$ cat config.mk
export PLATFORM = sky130hd
export DESIGN_NAME = dmem_arbiter
export DESIGN_NICKNAME = d
export VERILOG_FILES = /design/src/rtl/dmem_arbiter.sv
export SDC_FILE = /design/constraint.sdc
export NUM_CORES = 1
export LEC_CHECK = 0
export ABC_CLOCK_PERIOD_IN_PS = 1600
export BUFFER_PORTS_ARGS = -buffer_cell sky130_fd_sc_hd__buf_2
export CAP_MARGIN = 20
export CORE_MARGIN = 4
export CORE_UTILIZATION = 40
export DETAILED_ROUTE_END_ITERATION = 10
export MAX_ROUTING_LAYER = met4
export PLACE_DENSITY_LB_ADDON = 0.1
export SYNTH_ARGS = -nofsm -noshare
export SYNTH_HDL_FRONTEND = slang
export SYNTH_SLANG_ARGS = --single-unit
$ cat constraint.sdc
create_clock -name clk -period 1.6 [get_ports clk]
set_input_delay 0.16 -clock clk [delete_from_list [all_inputs] [get_ports clk]]
set_output_delay 0.16 -clock clk [all_outputs]
set_load 0.05 [all_outputs]
$ cat src/rtl/dmem_arbiter.sv
// Two-port round-robin arbiter and IDLE/ACCESS/RESP sequencer in front of a single-ported data memory.
// Define DMEM_ARB_FIXED_PRIO_EN for fixed priority (port 0 always wins ties).
module dmem_arbiter #(
  parameter int unsigned MEM_WORDS = 64
) (
  input  logic        clk,
  input  logic        reset,
  input  logic        req0,
  input  logic        req1,
  input  logic        we0,
  input  logic        we1,
  input  logic [31:0] addr0,
  input  logic [31:0] addr1,
  input  logic [31:0] wdata0,
  input  logic [31:0] wdata1,
  output logic        ack0,
  output logic        ack1,
  output logic        err0,
  output logic        err1,
  output logic [31:0] rdata0,
  output logic [31:0] rdata1,
  output logic        MemRead,
  output logic        MemWrite,
  output logic [31:0] memAddress,
  output logic [31:0] memWriteData,
  input  logic [31:0] memReadData
);

  typedef enum logic [1:0] {
    StIdle,
    StAccess,
    StResp
  } state_e;

  state_e      state_q, state_d;
  logic        cmd_we_q, cmd_we_d;
  logic        cmd_err_q, cmd_err_d;
  logic [31:0] cmd_addr_q, cmd_addr_d;
  logic [31:0] cmd_wdata_q, cmd_wdata_d;
  logic        grant_q, grant_d;
  logic [31:0] rdata_q, rdata_d;
`ifndef DMEM_ARB_FIXED_PRIO_EN
  logic        last_grant_q, last_grant_d;
`endif

  logic        winner;
  logic        win_we;
  logic [31:0] win_addr;
  logic [31:0] win_wdata;
  logic        win_illegal;
  logic        access_legal;
  logic        resp;

  // Winner selection: a lone requester always wins; ties go to the port not served last.
  always_comb begin
`ifdef DMEM_ARB_FIXED_PRIO_EN
    winner = ~req0;
`else
    winner = (req0 & req1) ? ~last_grant_q : req1;
`endif
    win_we      = winner ? we1 : we0;
    win_addr    = winner ? addr1 : addr0;
    win_wdata   = winner ? wdata1 : wdata0;
    win_illegal = (win_addr[1:0] != 2'b00) || (win_addr[31:2] >= 30'(MEM_WORDS));
  end

  always_comb begin
    state_d     = state_q;
    cmd_we_d    = cmd_we_q;
    cmd_err_d   = cmd_err_q;
    cmd_addr_d  = cmd_addr_q;
    cmd_wdata_d = cmd_wdata_q;
    grant_d     = grant_q;
    rdata_d     = rdata_q;
`ifndef DMEM_ARB_FIXED_PRIO_EN
    last_grant_d = last_grant_q;
`endif
    case (state_q)
      StIdle: begin
        if (req0 | req1) begin
          cmd_we_d    = win_we;
          cmd_err_d   = win_illegal;
          cmd_addr_d  = win_addr;
          cmd_wdata_d = win_wdata;
          grant_d     = winner;
          state_d     = StAccess;
        end
      end
      StAccess: begin
        rdata_d = (!cmd_we_q && !cmd_err_q) ? memReadData : 32'h0;
        state_d = StResp;
      end
      StResp: begin
`ifndef DMEM_ARB_FIXED_PRIO_EN
        last_grant_d = grant_q;
`endif
        state_d = StIdle;
      end
      default: state_d = StIdle;
    endcase
  end

  always_ff @(posedge clk) begin
    if (reset) begin
      state_q     <= StIdle;
      cmd_we_q    <= 1'b0;
      cmd_err_q   <= 1'b0;
      cmd_addr_q  <= 32'h0;
      cmd_wdata_q <= 32'h0;
      grant_q     <= 1'b0;
      rdata_q     <= 32'h0;
`ifndef DMEM_ARB_FIXED_PRIO_EN
      last_grant_q <= 1'b1;
`endif
    end else begin
      state_q     <= state_d;
      cmd_we_q    <= cmd_we_d;
      cmd_err_q   <= cmd_err_d;
      cmd_addr_q  <= cmd_addr_d;
      cmd_wdata_q <= cmd_wdata_d;
      grant_q     <= grant_d;
      rdata_q     <= rdata_d;
`ifndef DMEM_ARB_FIXED_PRIO_EN
      last_grant_q <= last_grant_d;
`endif
    end
  end

  // Write enable is gated by reset so an interrupted access never commits.
  always_comb begin
    access_legal = (state_q == StAccess) && !cmd_err_q;
    MemRead      = access_legal & ~cmd_we_q;
    MemWrite     = access_legal & cmd_we_q & ~reset;
    memAddress   = cmd_addr_q;
    memWriteData = cmd_wdata_q;
    resp         = (state_q == StResp);
    ack0         = resp & ~grant_q;
    ack1         = resp & grant_q;
    err0         = ack0 & cmd_err_q;
    err1         = ack1 & cmd_err_q;
    rdata0       = ack0 ? rdata_q : 32'h0;
    rdata1       = ack1 ? rdata_q : 32'h0;
  end

endmodule

==> results by group <==
STA
  – Worst slew pin tran: 0.392 ns
  – Final setup vio count: 67
  – Final hold violation count: 0
  – Setup TNS: -4.96 ns
  – Clk_skew: a little over 0.007 ns
  – Worst Setup Slack, final: -0.103 ns
  – Fmax: between 500 and 600 MHz
  – Hold slack: 0.0625 ns
  – Final Cycle Share: 106%
  – Max-slew violation count: 0
  – Unrepaired setup endpoints after global routing: yes
  – Rel. slew slack: 73.6%
  – Fin crit period: 1.70 ns

Logic synthesis
  – Area leader, netlist: dfxtp_1
  – Warnings, synthesis: 0
  – Main synth FF type: dfxtp_1
  – Synth top area cells: dfxtp_1 43%, mux2i_1 14%, and2_1 8.6%, nor2_1 8.3%, a211oi_1 7.0%
  – Async SR Flop Fraction: 0%
  – Post-Syn Area: approximately 4800 µm²
  – Register bit count reported by yosys: 102
  – Unique masters post-synth: 29
  – Average size of a mapped cell: roughly 9.3 µm²
  – Top cell type's share of synthesized area: a little over two fifths
  – Top post-synthesis cells by count: 106 x nor2_1, 102 x dfxtp_1, 66 x and2_1
  – Mapped Cells: between 500 and 600
  – Sequential area share after synthesis: 42.5%
  – Most common cell in the netlist: nor2_1
  – Post-synth EDFFs: 0
  – Mapped Nets: between 600 and 700

Route
  – Detail Route Antenna Nets: 0
  – Iteration-0 DRC Markers: ~400
  – DR WL/cell: 17.2 µm
  – Routed via count: 4,918
  – DRC Markers: 0
  – Initial DRT Pass Iterations: 5
  – Vias per cell: 5.14
  – DRT Wirelength: around 16,000 µm

Placement
  – Pre-CTS worst setup slack: approximately 0.068 ns
  – IO Port Bufs: 299
  – GPL Wtd Cong: around 0.82
  – Detailed-placement wirelength estimate: 11,500 µm

Critical path
  – Crit. End Element: output port
  – Maximum fanout along the worst path: 15
  – Slowest stage delay, CP: 0.35 ns
  – Critical path class: reg -> out
  – Slowest stage cell on the critical path: dfxtp_4
  – Crit start category: flop
  – Critical Path RT: roughly 1.4 ns
  – Critical path cell sequence: nand2b_4 -> nor2_4 -> buf_8 -> and2_2 -> buf_8
  – WP buf/inv: 2
  – CP delay by family, top: simple AND/OR/NAND/NOR gates
  – CP most frequent cell: buf_8
  – WP data arrival: 1.54 ns

Clocking
  – H-tree levels: 3
  – CTS sink count: around 100
  – Clk Latency, worst-skew pair: between 0.3 and 0.4 ns
  – CTS tree: done
  – CTS clk-pin slew, worst paths: about 0.07 ns
  – Clock root buffer: clkbuf_16
  – Hold buffer count at cts: 0
  – Clock buffer depth: 2
  – Num CTS Buffers: 9

Layout
  – P&R area growth vs syn: 62.5%
  – Diodes inserted: 0
  – # fillers: a little under 900
  – Final net count: about 970
  – Reg area: a little over 2000 µm²
  – Area of the multi-input gates: 2700 µm²
  – Share of layout cells above drive strength 1: a little over half

GRT
  – Vias in the first global route: 4,833
  – Largest net degree at the start of global routing: 42
  – Wire length of the first global-routing pass: 24,400 µm
  – Initial antenna violation count: 0
  – GR Util All Layers: between 20 and 25%
  – GR Overflow Total: 0

Floorplanning
  – Die Y: 118 µm
  – Core outline area: ~12,000 µm²
  – DIE AREA: roughly 14,000 µm²
  – Width of the die: approximately 120 µm
  – Row cnt: 39
  – Number of I/O pins: 300
  – Initial Util: approximately two fifths

Pwr
  – Power per cell area: approximately 930 nW/µm²
  – Max VDD drop: 0.644 mV
  – Leak: roughly 3.6 nW

Job
  – Max_cap viols: 0

Worst hold path
  – Min-delay worst type: in -> reg

Status
  – Failing checks: setup timing
  – Status: finished, violations left
==> layer usage <==
layer / wire length (µm) / share of wire, % / global-route usage, % / vias up
met5: 0 / 0 / - / -
met4: 317 / 1.9 / 5.71 / 0
met3: 1090 / 6.6 / 4.37 / 24
met2: 8720 / 53 / 41.2 / 217
met1: 6360 / 39 / 23.5 / 2260
li1: - / - / - / 2417
==> area by class of cell <==
type / instances / share of cell area [%]
Multi-Input combinational cell: 365 / 34.6
Tap cell: 143 / 2.29
Sequential cell: 102 / 26.2
Clock inverter: 6 / 0.882
Timing Repair Buffer: 328 / 32.9
Inverter: 2 / 0.0962
Clock buffer: 10 / 3.06
==> worst register-to-register path, stage by stage, from the launching register on <==
cell	delay (ns)
dfxtp_2	0.36
nand2b_1	0.21
buf_4	0.18
buf_4	0.23
a22oi_1	0.31
nor2_1	0.08
==> cells in the final DEF (no fill, tap or decap), types with 2 or more instances in the layout <==
| cell | count |
|---|---|
| buf_2 | 228 |
| mux2i_1 | 65 |
| a211oi_2 | 20 |
| and2_1 | 9 |
| buf_8 | 51 |
| dfxtp_2 | 2 |
| clkbuf_16 | 10 |
| nor3_4 | 2 |
| a211oi_1 | 45 |
| nor2_1 | 104 |
| buf_12 | 12 |
| buf_16 | 2 |
| and4_1 | 2 |
| buf_6 | 22 |
| nor4_1 | 13 |
| and2_4 | 49 |
| dfxtp_1 | 99 |
| inv_1 | 2 |
| buf_4 | 12 |
| and2_2 | 8 |
| a21oi_1 | 2 |
| clkinv_4 | 2 |
| nor2_4 | 2 |
| a22oi_1 | 33 |
==> sequential cells by signal, summed over array words and instances (netlist names) <==
register      count
rdata_q          32
state_q           2
memWriteData     32
grant_q           1
cmd_err_q         1
cmd_we_q          1
last_grant_q      1
memAddress       32
==> through the flow <==
stage	instance area (µm²)	power [mW]	std cells	util [%]
2_1_floorplan	4850	4.37	515	-
3_3_place_gp	6550	5.00	929	56.6
3_5_place_dp	6550	5.04	929	56.6
4_1_cts	7520	7.31	954	65.0
5_1_grt	7800	7.59	956	67.5
6_report	7800	7.26	956	67.5
==> path summary, 6_finish.rpt <==
kind,startpoint,end,slack (ns),cells after the start
setup reg to reg,state_q[1],rdata_q[31],0.09,5
hold reg to reg,memWriteData[6],memWriteData[6],0.49,2
setup / recovery,state_q[0],rdata0[28],-0.10,5
hold / removal,memReadData[12],rdata_q[12],0.06,3
==> kinds of logic (layout without fill, tap and decap cells) <==
logic type / count (synthesis) / count (layout) / synth area share, %
flip-flops: 102 / 102 / 42.5
multiplexers: 65 / 65 / 13.5
buffers and inverters: 48 / 346 / 5.24
AND/OR/NAND/NOR: 196 / 196 / 20.4
AO/OA/AOI/OAI: 104 / 104 / 18.3
==> report_power, final <==
| group | total, mW | internal [mW] | switching (mW) |
|---|---|---|---|
| sequential | 2.92 | 2.78 | 0.141 |
| clock | 2.21 | 1.26 | 0.945 |
| combinational | 2.13 | 0.719 | 1.41 |
==> timing repair <==
action / 4_1_cts / 5_1_grt
pin swaps: 3 / 5
hold endpoints to repair: 0 / 0
setup buffers: 6 / 0
gates cloned: 3 / 2
setup endpoints to repair: 70 / 69
gates resized for setup: 173 / 85
No activity file was read; power rests on OpenSTA's default activity.
